File: src/rtl/fir_seq_mac.sv
// Sequential FIR multiply-accumulate for the sample queue's sequencing read stream.
// Each sequence (a run of sequencing strobes) yields one filtered left/right pair.
// Every tap does one MAC against a coefficient read from an external synchronous ROM.
module fir_seq_mac #(
  parameter int unsigned COEFF_AW  = 10,
  parameter int unsigned ACC_W     = 40,
  parameter int unsigned OUT_SHIFT = 15
) (
  input  logic                       clk,
  input  logic                       rst,
  input  logic                       sequencing,
  input  logic signed [15:0]         lft_in,
  input  logic signed [15:0]         rght_in,
  input  logic signed [15:0]         coeff,
  output logic        [COEFF_AW-1:0] coeff_addr,
  output logic signed [15:0]         lft_filt,
  output logic signed [15:0]         rght_filt,
  output logic                       filt_vld,
  output logic                       tap_ovf
);

  typedef enum logic [1:0] {StIdle, StAccum, StFinish} state_e;

  localparam logic [COEFF_AW-1:0]     CntMax = '1;
  localparam logic signed [ACC_W-1:0] SatPos = ACC_W'(32767);
  localparam logic signed [ACC_W-1:0] SatNeg = ACC_W'(-32768);

  state_e                    state_q;
  logic [COEFF_AW-1:0]       cnt_q;
  logic                      sat_q;
  logic                      seq_q;
  logic                      seq_qq;
  logic signed [ACC_W-1:0]   acc_l_q;
  logic signed [ACC_W-1:0]   acc_r_q;

  logic                      first;
  logic signed [31:0]        prod_l;
  logic signed [31:0]        prod_r;
  logic signed [ACC_W-1:0]   prod_l_ext;
  logic signed [ACC_W-1:0]   prod_r_ext;
  logic signed [15:0]        lft_sat;
  logic signed [15:0]        rght_sat;

  // Shift down to the output scale, truncating, then clamp to 16-bit range.
  function automatic logic signed [15:0] sat16(input logic signed [ACC_W-1:0] a);
    logic signed [ACC_W-1:0] s;
    s = a >>> OUT_SHIFT;
    if (s > SatPos) begin
      return 16'sh7fff;
    end else if (s < SatNeg) begin
      return 16'sh8000;
    end
    return s[15:0];
  endfunction

  assign coeff_addr = cnt_q;

  // Products, sign extension, first-tap detect and output formatting.
  always_comb begin
    first      = seq_q & ~seq_qq;
    prod_l     = lft_in * coeff;
    prod_r     = rght_in * coeff;
    prod_l_ext = ACC_W'(prod_l);
    prod_r_ext = ACC_W'(prod_r);
    lft_sat    = sat16(acc_l_q);
    rght_sat   = sat16(acc_r_q);
  end

  // Tap counter, strobe delay line and sticky tap overflow flag.
  always_ff @(posedge clk) begin
    if (rst) begin
      cnt_q   <= '0;
      sat_q   <= 1'b0;
      seq_q   <= 1'b0;
      seq_qq  <= 1'b0;
      tap_ovf <= 1'b0;
    end else begin
      seq_q  <= sequencing;
      seq_qq <= seq_q;
      if (!sequencing) begin
        cnt_q <= '0;
      end else if (cnt_q != CntMax) begin
        cnt_q <= cnt_q + COEFF_AW'(1);
      end
      // sat_q marks that the last-address tap has already been used, so only a
      // further tap beyond 2^COEFF_AW counts as an overflow.
      sat_q <= sequencing & (cnt_q == CntMax);
      if (sequencing && !seq_q) begin
        tap_ovf <= 1'b0;
      end else if (sequencing && (cnt_q == CntMax) && sat_q) begin
        tap_ovf <= 1'b1;
      end
    end
  end

  // Per-channel accumulate; the first tap loads instead of adding.
  always_ff @(posedge clk) begin
    if (rst) begin
      acc_l_q <= '0;
      acc_r_q <= '0;
    end else if (seq_q) begin
      acc_l_q <= first ? prod_l_ext : acc_l_q + prod_l_ext;
      acc_r_q <= first ? prod_r_ext : acc_r_q + prod_r_ext;
    end
  end

  // Sequence control and registered results. Transitions look at sequencing,
  // which is next cycle's seq_d, so each state lines up with the seq_d cycle it
  // governs: ACCUM spans the MAC cycles and FINISH is the cycle after the last MAC.
  always_ff @(posedge clk) begin
    if (rst) begin
      state_q   <= StIdle;
      lft_filt  <= '0;
      rght_filt <= '0;
      filt_vld  <= 1'b0;
    end else begin
      filt_vld <= 1'b0;
      unique case (state_q)
        StIdle: begin
          if (sequencing) state_q <= StAccum;
        end
        StAccum: begin
          if (!sequencing) state_q <= StFinish;
        end
        StFinish: begin
          // Captures the pre-overwrite accumulator even if a new sequence's first
          // MAC lands on this same edge.
          lft_filt  <= lft_sat;
          rght_filt <= rght_sat;
          filt_vld  <= 1'b1;
          state_q   <= sequencing ? StAccum : StIdle;
        end
        default: state_q <= StIdle;
      endcase
    end
  end

endmodule

File: config.mk
export PLATFORM = sky130hd
export DESIGN_NAME = fir_seq_mac
export DESIGN_NICKNAME = d
export VERILOG_FILES = /design/src/rtl/fir_seq_mac.sv
export SDC_FILE = /design/constraint.sdc
export NUM_CORES = 2
export LEC_CHECK = 0
export ABC_AREA = 0
export CAP_MARGIN = 10
export CORE_MARGIN = 5
export CORE_UTILIZATION = 50
export CTS_CLUSTER_SIZE = 16
export DETAILED_ROUTE_END_ITERATION = 16
export PLACE_DENSITY = 0.67
export SETUP_SLACK_MARGIN = 0.3
export SLEW_MARGIN = 10
export SYNTH_ARGS = -nofsm -noshare
export SYNTH_HDL_FRONTEND = slang
export SYNTH_SLANG_ARGS = --single-unit
File: constraint.sdc
create_clock -name clk -period 28.2 [get_ports clk]
set_input_delay 2.82 -clock clk [delete_from_list [all_inputs] [get_ports clk]]
set_output_delay 2.82 -clock clk [all_outputs]
set_load 0.03 [all_outputs]
==> run summary <==
The mux share of post-synthesis cell area is 0.912%. The via count of the first global-routing pass is 23500. The post-detailed-routing wire length came out at 71100 um. The actual slew at the worst max-slew pin came out at 1.24 ns. The clock network latency to the later pin of the worst-skew pair is 0.43 ns. The number of max-slew violations in the final report was 0.

The master cell of the clock root buffer is sky130_fd_sc_hd__clkbuf_16. The total congestion overflow is 0. The clock net in this run drives a total of 129 sinks. Row generation in the floorplan step produced 88 rows. The setup fix buffers added after clock tree synthesis is 0. The routability-driven placement congestion ratio came out at 0.867. The critical path data required time came out at 28.48 ns. Entering global routing, the biggest net connects 64 pins. The global-route usage over all layers is 23.0%.

Summing every instance area after synthesis gives 28900 um2. STA classifies the critical path startpoint as an input port. The share of the clock period used by the worst path after layout is 42.4%. After synthesis, the share of flip-flops with an asynchronous set or reset is 0%. After detailed routing, the number of vias per cell comes to 5.44. The post-synthesis share of cell area spent on xor and xnor gates is 4.29%. The floorplan die height is 251 um. The largest stage delay on the critical path came out at 0.86 ns. The path class of the tightest hold or removal check is reg2reg.

The detailed placement HPWL came out at 55200 um. After detailed routing, the met2 layer carries 37000 um of wire. The worst hold slack after final layout came out at 0.460 ns.

95 I/O pins were placed. Summing the sequential cell areas from Yosys gives 8.92% of the chip area. The chip width is 251 um. Measured against its own limit, the worst slew margin works out to 17.4%. The final worst clock skew came out at 0.0134 ns. In the final layout, the multi-input gates occupy 23600 um2.

The floorplan die area is 62800 um2. The total of hold buffers inserted after clock tree synthesis came out at 0. After Yosys synthesis, full adders, half adders and majority gates account for 47.2% of the synthesized area.

The detailed-router iteration count before antenna repair is 5. The count of input and output buffers is 94. The DRC violation total after the first TritonRoute iteration came out at 1179. In this run, post-CTS repair resized a total of 0 instances. The count of mapped cells out of synthesis is 3350. After synthesis, the largest family of logic cells by area is adder cells.

The mean post-synth cell area is 8.64 um2. The clock passes through at most 2 buffers. The net count of the mapped netlist is 4178. The launch point of the critical path is rght_in[5]. The critical path is of the in2reg type. TritonCTS built the clock tree. The number of routed nets with antenna violations came out at 0.

Across the whole layout, storage elements account for 2590 um2. Along the worst path, the maximum fanout reaches 16. The starting density of the core came out at 50.4%.

The worst setup path is captured at a flop. The core area is 57500 um2. The fraction of final layout cells with drive strength greater than 1 came out at 2.41%. For the final routed database, the setup TNS stands at 0 ns. The number of warnings reported in the yosys synthesis log is 0. After detailed routing, the average wire length per cell comes to 17.3 um. The final layout contains 4171 nets. Setup violations remaining at the end of the flow were counted as 0.

The highest-delay cell along the critical path is sky130_fd_sc_hd__clkdlybuf4s50_1. The detailed router put a total of 29300 um of wire on met1. The startpoint identified for the worst register-to-register timing path is acc_l_q[0].

The run finished with clean final reports. The DRC violation count after routing is 0. Data arrives at the worst endpoint at 12.22 ns. The hold violation total from the final report came to 0.

Among all flip-flop cells after synthesis, the most frequent one is sky130_fd_sc_hd__dfxtp_1. Setup repair after global routing left no endpoint under its margin. The met3 layer wire length in the routed design came out at 2750 um.

The synthesized design contains 0 enable-type register cells. In this run the most critical hold path is launched from rght_filt[15]. The TritonCTS buffer count came out at 17.

The highest metal layer carrying signal wires in the routed design is met4. Synthesis inferred 129 register bits. The via count of the routed design is 22400. Counting distinct cell types in the post-synthesis netlist gives 75. Clock-pin slew was measured on the worst setup and hold paths at 0.06 ns. The simple-gate share of the synthesized area came out at 16.3%. Relative to the synthesized area, the layout overhead comes to 7.40%.

The filler cells instantiated in the layout total 5437. The final antenna diode count came out at 0. The minimum period implied by the final worst setup slack is 11.95 ns. The synthesized netlist devotes 12.8% of its cell area to compound gates.

The CTS H-tree depth is 4. The number of antenna violations at the first check in global routing came to 1. The first-pass GRT wire length is 119000 um. The upper clock frequency limit is 83.7 MHz. The max-capacitance violation count is 0.
-- cells in the mapped netlist, drive strengths merged, types with 13 or more instances --
master / number / area (um2)
nor2: 210 / 788
nand2: 368 / 1380
o21bai: 24 / 180
fa: 526 / 10500
nand2b: 17 / 106
o211ai: 14 / 105
and2: 253 / 1580
a211oi: 98 / 736
nand4: 18 / 113
o21a: 22 / 165
a21o: 78 / 586
o21ai: 63 / 319
a31oi: 25 / 163
clkbuf: 134 / 503
xnor2: 102 / 901
nand3: 26 / 130
nor3: 29 / 150
ha: 251 / 3140
a21oi: 163 / 820
inv: 595 / 2230
mux2i: 23 / 230
xor2: 39 / 342
dfxtp: 129 / 2580
nor2b: 13 / 81.3
-- kinds of logic after synthesis --
kind of cell / count (synthesis)
AOI/OAI and AO/OA: 556
xor gates and xnor gates: 141
adders and majority gates: 777
buffers and inverters: 738
DFF: 129
muxes: 25
and+or+nand+nor: 984
-- placed cells by master (no fill, tap or decap), types with 6 or more instances in the layout --
cell type / netlist / layout
sky130_fd_sc_hd__a22oi_1: 6 / 6
sky130_fd_sc_hd__o31ai_1: 8 / 6
sky130_fd_sc_hd__o21ai_0: 59 / 59
sky130_fd_sc_hd__a21oi_1: 162 / 162
sky130_fd_sc_hd__nor2_1: 210 / 210
sky130_fd_sc_hd__a311oi_1: 9 / 9
sky130_fd_sc_hd__clkbuf_16: 0 / 17
sky130_fd_sc_hd__o21a_1: 22 / 22
sky130_fd_sc_hd__nand2b_1: 17 / 17
sky130_fd_sc_hd__nor3_1: 28 / 28
sky130_fd_sc_hd__nand4_1: 18 / 18
sky130_fd_sc_hd__buf_4: 1 / 24
sky130_fd_sc_hd__nand3_1: 26 / 26
sky130_fd_sc_hd__mux2i_1: 23 / 23
sky130_fd_sc_hd__a21o_1: 78 / 78
sky130_fd_sc_hd__nor2b_1: 13 / 12
sky130_fd_sc_hd__o211ai_1: 14 / 14
sky130_fd_sc_hd__nor3b_1: 8 / 8
sky130_fd_sc_hd__and2_1: 252 / 252
sky130_fd_sc_hd__o21bai_1: 24 / 24
sky130_fd_sc_hd__or3_1: 8 / 8
sky130_fd_sc_hd__and3_1: 6 / 6
sky130_fd_sc_hd__xor2_1: 39 / 39
sky130_fd_sc_hd__a211oi_1: 98 / 98
sky130_fd_sc_hd__clkdlybuf4s50_1: 0 / 93
sky130_fd_sc_hd__nor4_1: 8 / 8
sky130_fd_sc_hd__ha_1: 251 / 251
sky130_fd_sc_hd__nand2_1: 368 / 368
sky130_fd_sc_hd__inv_1: 594 / 594
sky130_fd_sc_hd__xnor2_1: 101 / 101
sky130_fd_sc_hd__dfxtp_1: 129 / 127
sky130_fd_sc_hd__fa_1: 526 / 526
sky130_fd_sc_hd__a31oi_1: 24 / 24
-- sequential cells by signal (all words and copies together) (netlist names) --
name / count
acc_l_q: 40
acc_r_q: 40
coeff_addr: 10
filt_vld: 1
lft_filt: 16
rght_filt: 16
sat_q: 1
seq_q: 1
seq_qq: 1
state_q: 2
tap_ovf: 1
-- critical path: cells and delay by family --
family          cells  cell delay [ns]
simple gates        8             1.92
xor+xnor            1             0.37
fa+ha+maj           8             3.73
compound gates     10             1.90
buf+inv             7             1.45
-- per-layer routing --
layer  vias to the layer above  GRT usage (%)
met5                         -              0
met4                         0           6.55
met3                       127           2.52
met2                       476           41.7
met1                     11200           29.0
li1                      10600              -
-- area by class of cell --
cell class                 instances  area share, %
sequential                       129           8.33
clock buffer                      19           1.46
inverter                         595           7.19
clock inverter                    13          0.475
timing repair buffer             117           3.57
tap                              765           3.08
multi-input combinational       2483           75.9
-- worst paths after layout --
check | cells after the start | end | slack [ns]
setup reg to reg | 13 | acc_l_q[38] | 24.45
hold / removal | 2 | rght_filt[15] | 0.46
setup / recovery | 34 | acc_r_q[39] | 16.25
hold reg to reg | 2 | rght_filt[15] | 0.46
-- per-stage QoR --
| stage | area [um2] | utilization (%) | setup slack, ns | cells |
|---|---|---|---|---|
| 2_1_floorplan | 28900 | - | 17.29 | 3350 |
| 3_3_place_gp | 30500 | 53.0 | 16.00 | 4089 |
| 3_5_place_dp | 30500 | 53.0 | 15.88 | 4089 |
| 4_1_cts | 31100 | 54.1 | 16.33 | 4121 |
| 5_1_grt | 31100 | 54.1 | 15.66 | 4121 |
| 6_report | 31100 | 54.1 | 16.25 | 4121 |
Power is left out: the tool's default activity adds up to more than one toggle a clock period on the data nets, which glitch-free logic cannot reach.
